--- config.mk ---
export PLATFORM = sky130hd
export DESIGN_NAME = mem_arbiter
export DESIGN_NICKNAME = d
export VERILOG_FILES = /design/src/rtl/mem_arbiter.sv
export SDC_FILE = /design/constraint.sdc
export NUM_CORES = 1
export LEC_CHECK = 0
export CAP_MARGIN = 20
export CELL_PAD_IN_SITES_DETAIL_PLACEMENT = 0
export CELL_PAD_IN_SITES_GLOBAL_PLACEMENT = 2
export CORE_UTILIZATION = 12
export DETAILED_ROUTE_END_ITERATION = 12
export GPL_ROUTABILITY_DRIVEN = 0
export PLACE_DENSITY_LB_ADDON = 0.1
export SETUP_SLACK_MARGIN = 0.3
export SYNTH_ARGS = -nofsm -noshare
export SYNTH_HDL_FRONTEND = slang
export SYNTH_SLANG_ARGS = --single-unit
--- constraint.sdc ---
create_clock -name clk -period 2.96 [get_ports clk]
set_clock_uncertainty 0.1 [all_clocks]
set_input_delay 0.296 -clock clk [delete_from_list [all_inputs] [get_ports clk]]
set_output_delay 0.296 -clock clk [all_outputs]
set_load 0.05 [all_outputs]
--- src/rtl/mem_arbiter.sv ---
// mem_arbiter: two-master round-robin arbiter for a picorv32-style memory bus.
// One master owns the downstream bus per transaction; a watchdog converts a
// slave that never answers into an error response so neither master can hang.
module mem_arbiter #(
    parameter int TIMEOUT = 1024
) (
    input  logic        clk,
    input  logic        rst,
    input  logic        s0_valid,
    input  logic [31:0] s0_addr,
    input  logic [3:0]  s0_wstrb,
    input  logic [31:0] s0_wdata,
    output logic [31:0] s0_rdata,
    output logic        s0_ready,
    output logic        s0_error,
    input  logic        s1_valid,
    input  logic [31:0] s1_addr,
    input  logic [3:0]  s1_wstrb,
    input  logic [31:0] s1_wdata,
    output logic [31:0] s1_rdata,
    output logic        s1_ready,
    output logic        s1_error,
    output logic        m_valid,
    output logic [31:0] m_addr,
    output logic [3:0]  m_wstrb,
    output logic [31:0] m_wdata,
    input  logic [31:0] m_rdata,
    input  logic        m_ready,
    input  logic        m_error,
    output logic        grant,
    output logic        busy,
    output logic [7:0]  timeout_count
);

    typedef enum logic [1:0] {
        IDLE   = 2'd0,
        GRANT0 = 2'd1,
        GRANT1 = 2'd2
    } state_t;

    // TIMEOUT >= 2, so TIMEOUT-1 always fits in clog2(TIMEOUT) bits.
    localparam int              CW        = $clog2(TIMEOUT);
    localparam logic [CW-1:0]   WAIT_LAST = CW'(TIMEOUT - 1);

    state_t          state_reg, state_next;
    logic            last_grant_reg, last_grant_next;
    logic            grant_reg, grant_next;
    logic [CW-1:0]   wait_cnt_reg, wait_cnt_next;
    logic [7:0]      timeout_count_reg, timeout_count_next;

    logic            owner;
    logic            done;
    logic            expire;
    logic            resp_ready;
    logic            resp_error;

    // Read data is shared; only the owning master gets a ready pulse.
    assign s0_rdata      = m_rdata;
    assign s1_rdata      = m_rdata;
    assign grant         = grant_reg;
    assign busy          = (state_reg != IDLE);
    assign timeout_count = timeout_count_reg;

    // State and bookkeeping registers with synchronous reset.
    always_ff @(posedge clk) begin
        if (rst) begin
            state_reg         <= IDLE;
            last_grant_reg    <= 1'b1;
            grant_reg         <= 1'b0;
            wait_cnt_reg      <= '0;
            timeout_count_reg <= 8'd0;
        end else begin
            state_reg         <= state_next;
            last_grant_reg    <= last_grant_next;
            grant_reg         <= grant_next;
            wait_cnt_reg      <= wait_cnt_next;
            timeout_count_reg <= timeout_count_next;
        end
    end

    // Arbitration, request routing, response steering and watchdog.
    always_comb begin
        state_next         = state_reg;
        last_grant_next    = last_grant_reg;
        grant_next         = grant_reg;
        wait_cnt_next      = wait_cnt_reg;
        timeout_count_next = timeout_count_reg;
        owner              = 1'b0;
        done               = 1'b0;
        expire             = 1'b0;
        resp_ready         = 1'b0;
        resp_error         = 1'b0;
        m_valid            = 1'b0;
        m_addr             = 32'd0;
        m_wstrb            = 4'd0;
        m_wdata            = 32'd0;
        s0_ready           = 1'b0;
        s0_error           = 1'b0;
        s1_ready           = 1'b0;
        s1_error           = 1'b0;

        case (state_reg)
            IDLE: begin
                // On a tie the master that did not win last time goes first.
                if (s0_valid && (!s1_valid || last_grant_reg)) begin
                    state_next      = GRANT0;
                    last_grant_next = 1'b0;
                    grant_next      = 1'b0;
                    wait_cnt_next   = '0;
                end else if (s1_valid) begin
                    state_next      = GRANT1;
                    last_grant_next = 1'b1;
                    grant_next      = 1'b1;
                    wait_cnt_next   = '0;
                end
            end

            GRANT0, GRANT1: begin
                owner   = (state_reg == GRANT1);
                m_valid = owner ? s1_valid : s0_valid;
                m_addr  = owner ? s1_addr  : s0_addr;
                m_wstrb = owner ? s1_wstrb : s0_wstrb;
                m_wdata = owner ? s1_wdata : s0_wdata;

                // A real slave response in the last watchdog cycle wins.
                done       = m_valid && (m_ready || m_error);
                expire     = m_valid && !done && (wait_cnt_reg == WAIT_LAST);
                resp_ready = m_valid && m_ready;
                resp_error = m_valid && (m_error || expire);

                s0_ready = !owner && resp_ready;
                s0_error = !owner && resp_error;
                s1_ready =  owner && resp_ready;
                s1_error =  owner && resp_error;

                // A master dropping valid mid-transaction just releases the bus.
                if (!m_valid || done || expire) begin
                    state_next = IDLE;
                end else begin
                    wait_cnt_next = wait_cnt_reg + CW'(1);
                end

                if (expire && (timeout_count_reg != 8'hFF)) begin
                    timeout_count_next = timeout_count_reg + 8'd1;
                end
            end

            default: begin
                state_next = IDLE;
            end
        endcase
    end

endmodule
==> summary by stage <==
Run status
The run finished with clean final reports.

Power and ir drop
The cell internal power dissipation is 0.994 mW. For this design the total switching power over the nets is just under 0.8 mW. The share of total power in sequential cells is 0.171. Across the VDD grid, the largest voltage drop is 0.254 mV.

For this design the static power due to leakage is around 1.8 nW. The areal power density over the cells is about 370 nW/um^2. The clock share of power is 0.218. The switching power as a share of total power is 0.444. The power share of the combinational group is 0.611.

Drt
The number of detailed-route iterations in the first pass is 4. The count of nets left with antenna violations once routing finished came out at 0. For this run, design rule violations remaining after detail routing come to 0. Using the TritonRoute via totals, the vias-per-cell ratio works out to about 3.7. The violation count after the first detailed-route iteration is about 110. The overall via count from detail_route is 2941. After detailed routing, the average wire length per cell comes to 16.6 um. After detailed routing, the total wire length is 13200 um.

Timing
For the finished layout, the period the worst path requires is 2.44 ns. Setup violations remaining at the end of the flow were counted as 0. Summed over all failing endpoints, the final setup total negative slack is 0 ns. At the pin with the least slew margin, the transition time is 0.592 ns. The final count of hold timing violations was 0.

The number of slew-limit violations in the final report was 0. The post-route clock period utilization is 0.826. The normalized max-slew margin is 0.605. The minimum hold slack is about 0.39 ns. Static timing analysis puts the maximum clock frequency at 409 MHz. Setup repair after global routing left no endpoint under its margin.

Floorplanning
The I/O pin count is around 320. The die extent in x is around 150 um. The number of core rows is 55. The initial utilization of the core area, before any placement, comes to 0.122. The core box area is 22600 sq um. The floorplan step defined a die boundary enclosing 23600 sq um. The die height is ~150 um.

GRT
The first global-routing pass estimated ~19000 um of wire. The number of antenna violations at the first check in global routing came to 0. The largest net degree at the start of global routing is 73. Across every metal layer, demand over resource in global routing totals 0.107. The number of global-route vias before repair is 3035.

The sum of overflow across all layers after global routing is 0.

Cells and area
Once layout is complete, the cells apart from fillers number 799. The most common cell after layout, fill and taps aside is sky130_fd_sc_hd__clkdlybuf4s50_1. Fill cells in the final layout number 2520.

Leaving out fill and tap cells, the most frequent cells in the layout are sky130_fd_sc_hd__clkdlybuf4s50_1, sky130_fd_sc_hd__nor2_1, sky130_fd_sc_hd__buf_4, sky130_fd_sc_hd__mux2i_1, sky130_fd_sc_hd__dfxtp_1. The net total in the final layout is 693. The synthesis-to-finish area growth is 74.0%. In the final layout, the share of cells above drive strength 1 is 0.198. The register with the most flip-flops in the layout has 10 of them. Summing all non-filler instances in the final layout gives an area of 4800 sq um.

0 antenna diodes ended up in the layout.

Critical path
STA puts the critical path data arrival time at 2.52 ns. The beginning of the worst register-to-register path is state_reg[1]. Along the worst path, the maximum fanout reaches 9.

The critical path is of the reg2reg type. The end of the worst register-to-register path is wait_cnt_reg[8]. The flop-to-flop setup slack is 0.52 ns. The data required time at the worst endpoint is 3.03 ns.

The logic depth of the worst register-to-register path is 8. The nature of the critical path endpoint is a flop. The critical path launch point type is a flop.

Yosys
For this run, asynchronously set or reset flops after synthesis account for 0. The most common flop cell mapped by yosys is sky130_fd_sc_hd__dfxtp_1. In the post-synthesis netlist, the biggest area contributors are sky130_fd_sc_hd__mux2i_1, sky130_fd_sc_hd__buf_4, sky130_fd_sc_hd__dfxtp_1. The instance count of the mapped netlist is 366. The top cell type's share of synthesized area is 0.250. The largest area contributor in the synthesized netlist is sky130_fd_sc_hd__mux2i_1.

Of the synthesized area, sequential elements account for 0.160. The count of synthesis-stage warnings from yosys is 0. The synthesized area per cell is 7.53 sq um. Counting distinct cell types in the post-synthesis netlist gives 45. In this run, synthesis inferred 0 flip-flops with an integrated enable. Summing every instance area after synthesis gives between 2000 and 3000 sq um. In this run, synthesis produced a sequential element count of 22. Counting every net in the synthesized netlist gives 544.

Worst hold path
The worst hold path endpoint is state_reg[0]. In this run the most critical hold path is launched from state_reg[0]. In this run the worst hold path is classified as reg2reg. The hold path depth is 2.

CTS
In this run, CTS created clock tree buffers numbering 3. The H-tree depth is 1. The clock tree root driver cell is sky130_fd_sc_hd__clkbuf_16. The tree built by TritonCTS fans out to 22 sinks. The buffer levels on the longest clock path is 2. The clock slew at the register clock pins of the worst setup and hold paths is 0.07 ns. The clock insertion delay at the later pin of the skew report is 0.26 ns. Buffers inserted to repair hold after CTS numbered 0. The CTS tree is built.

Placed design
Once placement finished, the instance area stood at 4680 sq um. The number of port buffers is between 200 and 250. The number of placed cells counting well taps is 795. The final HPWL from detailed placement is roughly 11000 um.

Flow run
Across the run, the number of max-cap violations was 0.
==> worst max-delay path by stage <==
stage                               start         endpoint
after floorplan              state_reg[0]         s0_ready
after global placement            m_ready  wait_cnt_reg[6]
after detailed placement          m_ready  wait_cnt_reg[8]
after CTS                    state_reg[1]       m_addr[21]
after global routing      wait_cnt_reg[1]         s1_error
final                        state_reg[1]  wait_cnt_reg[8]
==> metrics by stage <==
stage	setup slack, ns	utilization	power [mW]
after detailed placement	0.442	0.208	1.42
after CTS	0.389	0.212	1.82
final	0.516	0.213	1.79
after floorplan	0.299	-	1.19
after global routing	0.324	0.213	1.88
after global placement	0.507	0.208	1.42
==> per-layer routing <==
metal,global-route usage,up-vias,share of wire
met3,0.0172,17,0.052
met5,0,-,0
met2,0.216,115,0.57
met4,0.0262,0,0.016
li1,-,1466,-
met1,0.112,1343,0.36
==> power by group through the flow <==
| stage | Clock, mW | Sequential [mW] | Combinational, mW |
|---|---|---|---|
| after global routing | 0.413 | 0.306 | 1.16 |
| final | 0.390 | 0.305 | 1.09 |
| after floorplan | 0 | 0.315 | 0.876 |
| after global placement | 0 | 0.312 | 1.11 |
| after detailed placement | 0 | 0.312 | 1.11 |
| after CTS | 0.404 | 0.305 | 1.11 |
==> worst max-delay path, stage by stage (launching register included) <==
cell and delay, ns:
sky130_fd_sc_hd__dfxtp_1 0.39, sky130_fd_sc_hd__inv_1 0.06, sky130_fd_sc_hd__ha_1 0.28, sky130_fd_sc_hd__buf_4 0.18, sky130_fd_sc_hd__or2b_1 0.28, sky130_fd_sc_hd__nor4b_2 0.27
sky130_fd_sc_hd__nand2_1 0.24, sky130_fd_sc_hd__or2_2 0.36, sky130_fd_sc_hd__o31ai_1 0.19
==> kinds of logic (layout without fill, tap and decap cells) <==
group           after synthesis  count (layout)  synth area share
buf+inv                      94             242             0.225
xor+xnor                      5               5            0.0159
flops                        22              22             0.160
fa+ha+maj                     4               4            0.0181
compound gates               29              29            0.0622
mux                          71              71             0.260
simple gates                141             141             0.259
==> area by class of cell <==
class                      instances  area, sq um  share of cell area
timing repair buffer             229         2130               0.445
multi-input combinational        250         1720               0.359
sequential                        22          440              0.0918
tap                              285          357              0.0743
clock buffer                       3         75.1              0.0156
inverter                           9         36.3             0.00756
clock inverter                     1         30.0             0.00626
==> cells in the mapped netlist, drive strengths merged, types with 9 or more instances <==
cell and number:
a21oi 11, buf 76, clkbuf 9, dfxtp 22, inv 9, mux2i 69
nand3 10, nor2 85, o21ai 9
==> repair_timing <==
item                                    in CTS  in global routing
endpoints found under the setup margin       1                 13
buffers inserted                             0                  0
pin swaps                                    0                  1
resized for setup                            1                  2
No activity file was read; power rests on OpenSTA's default activity.
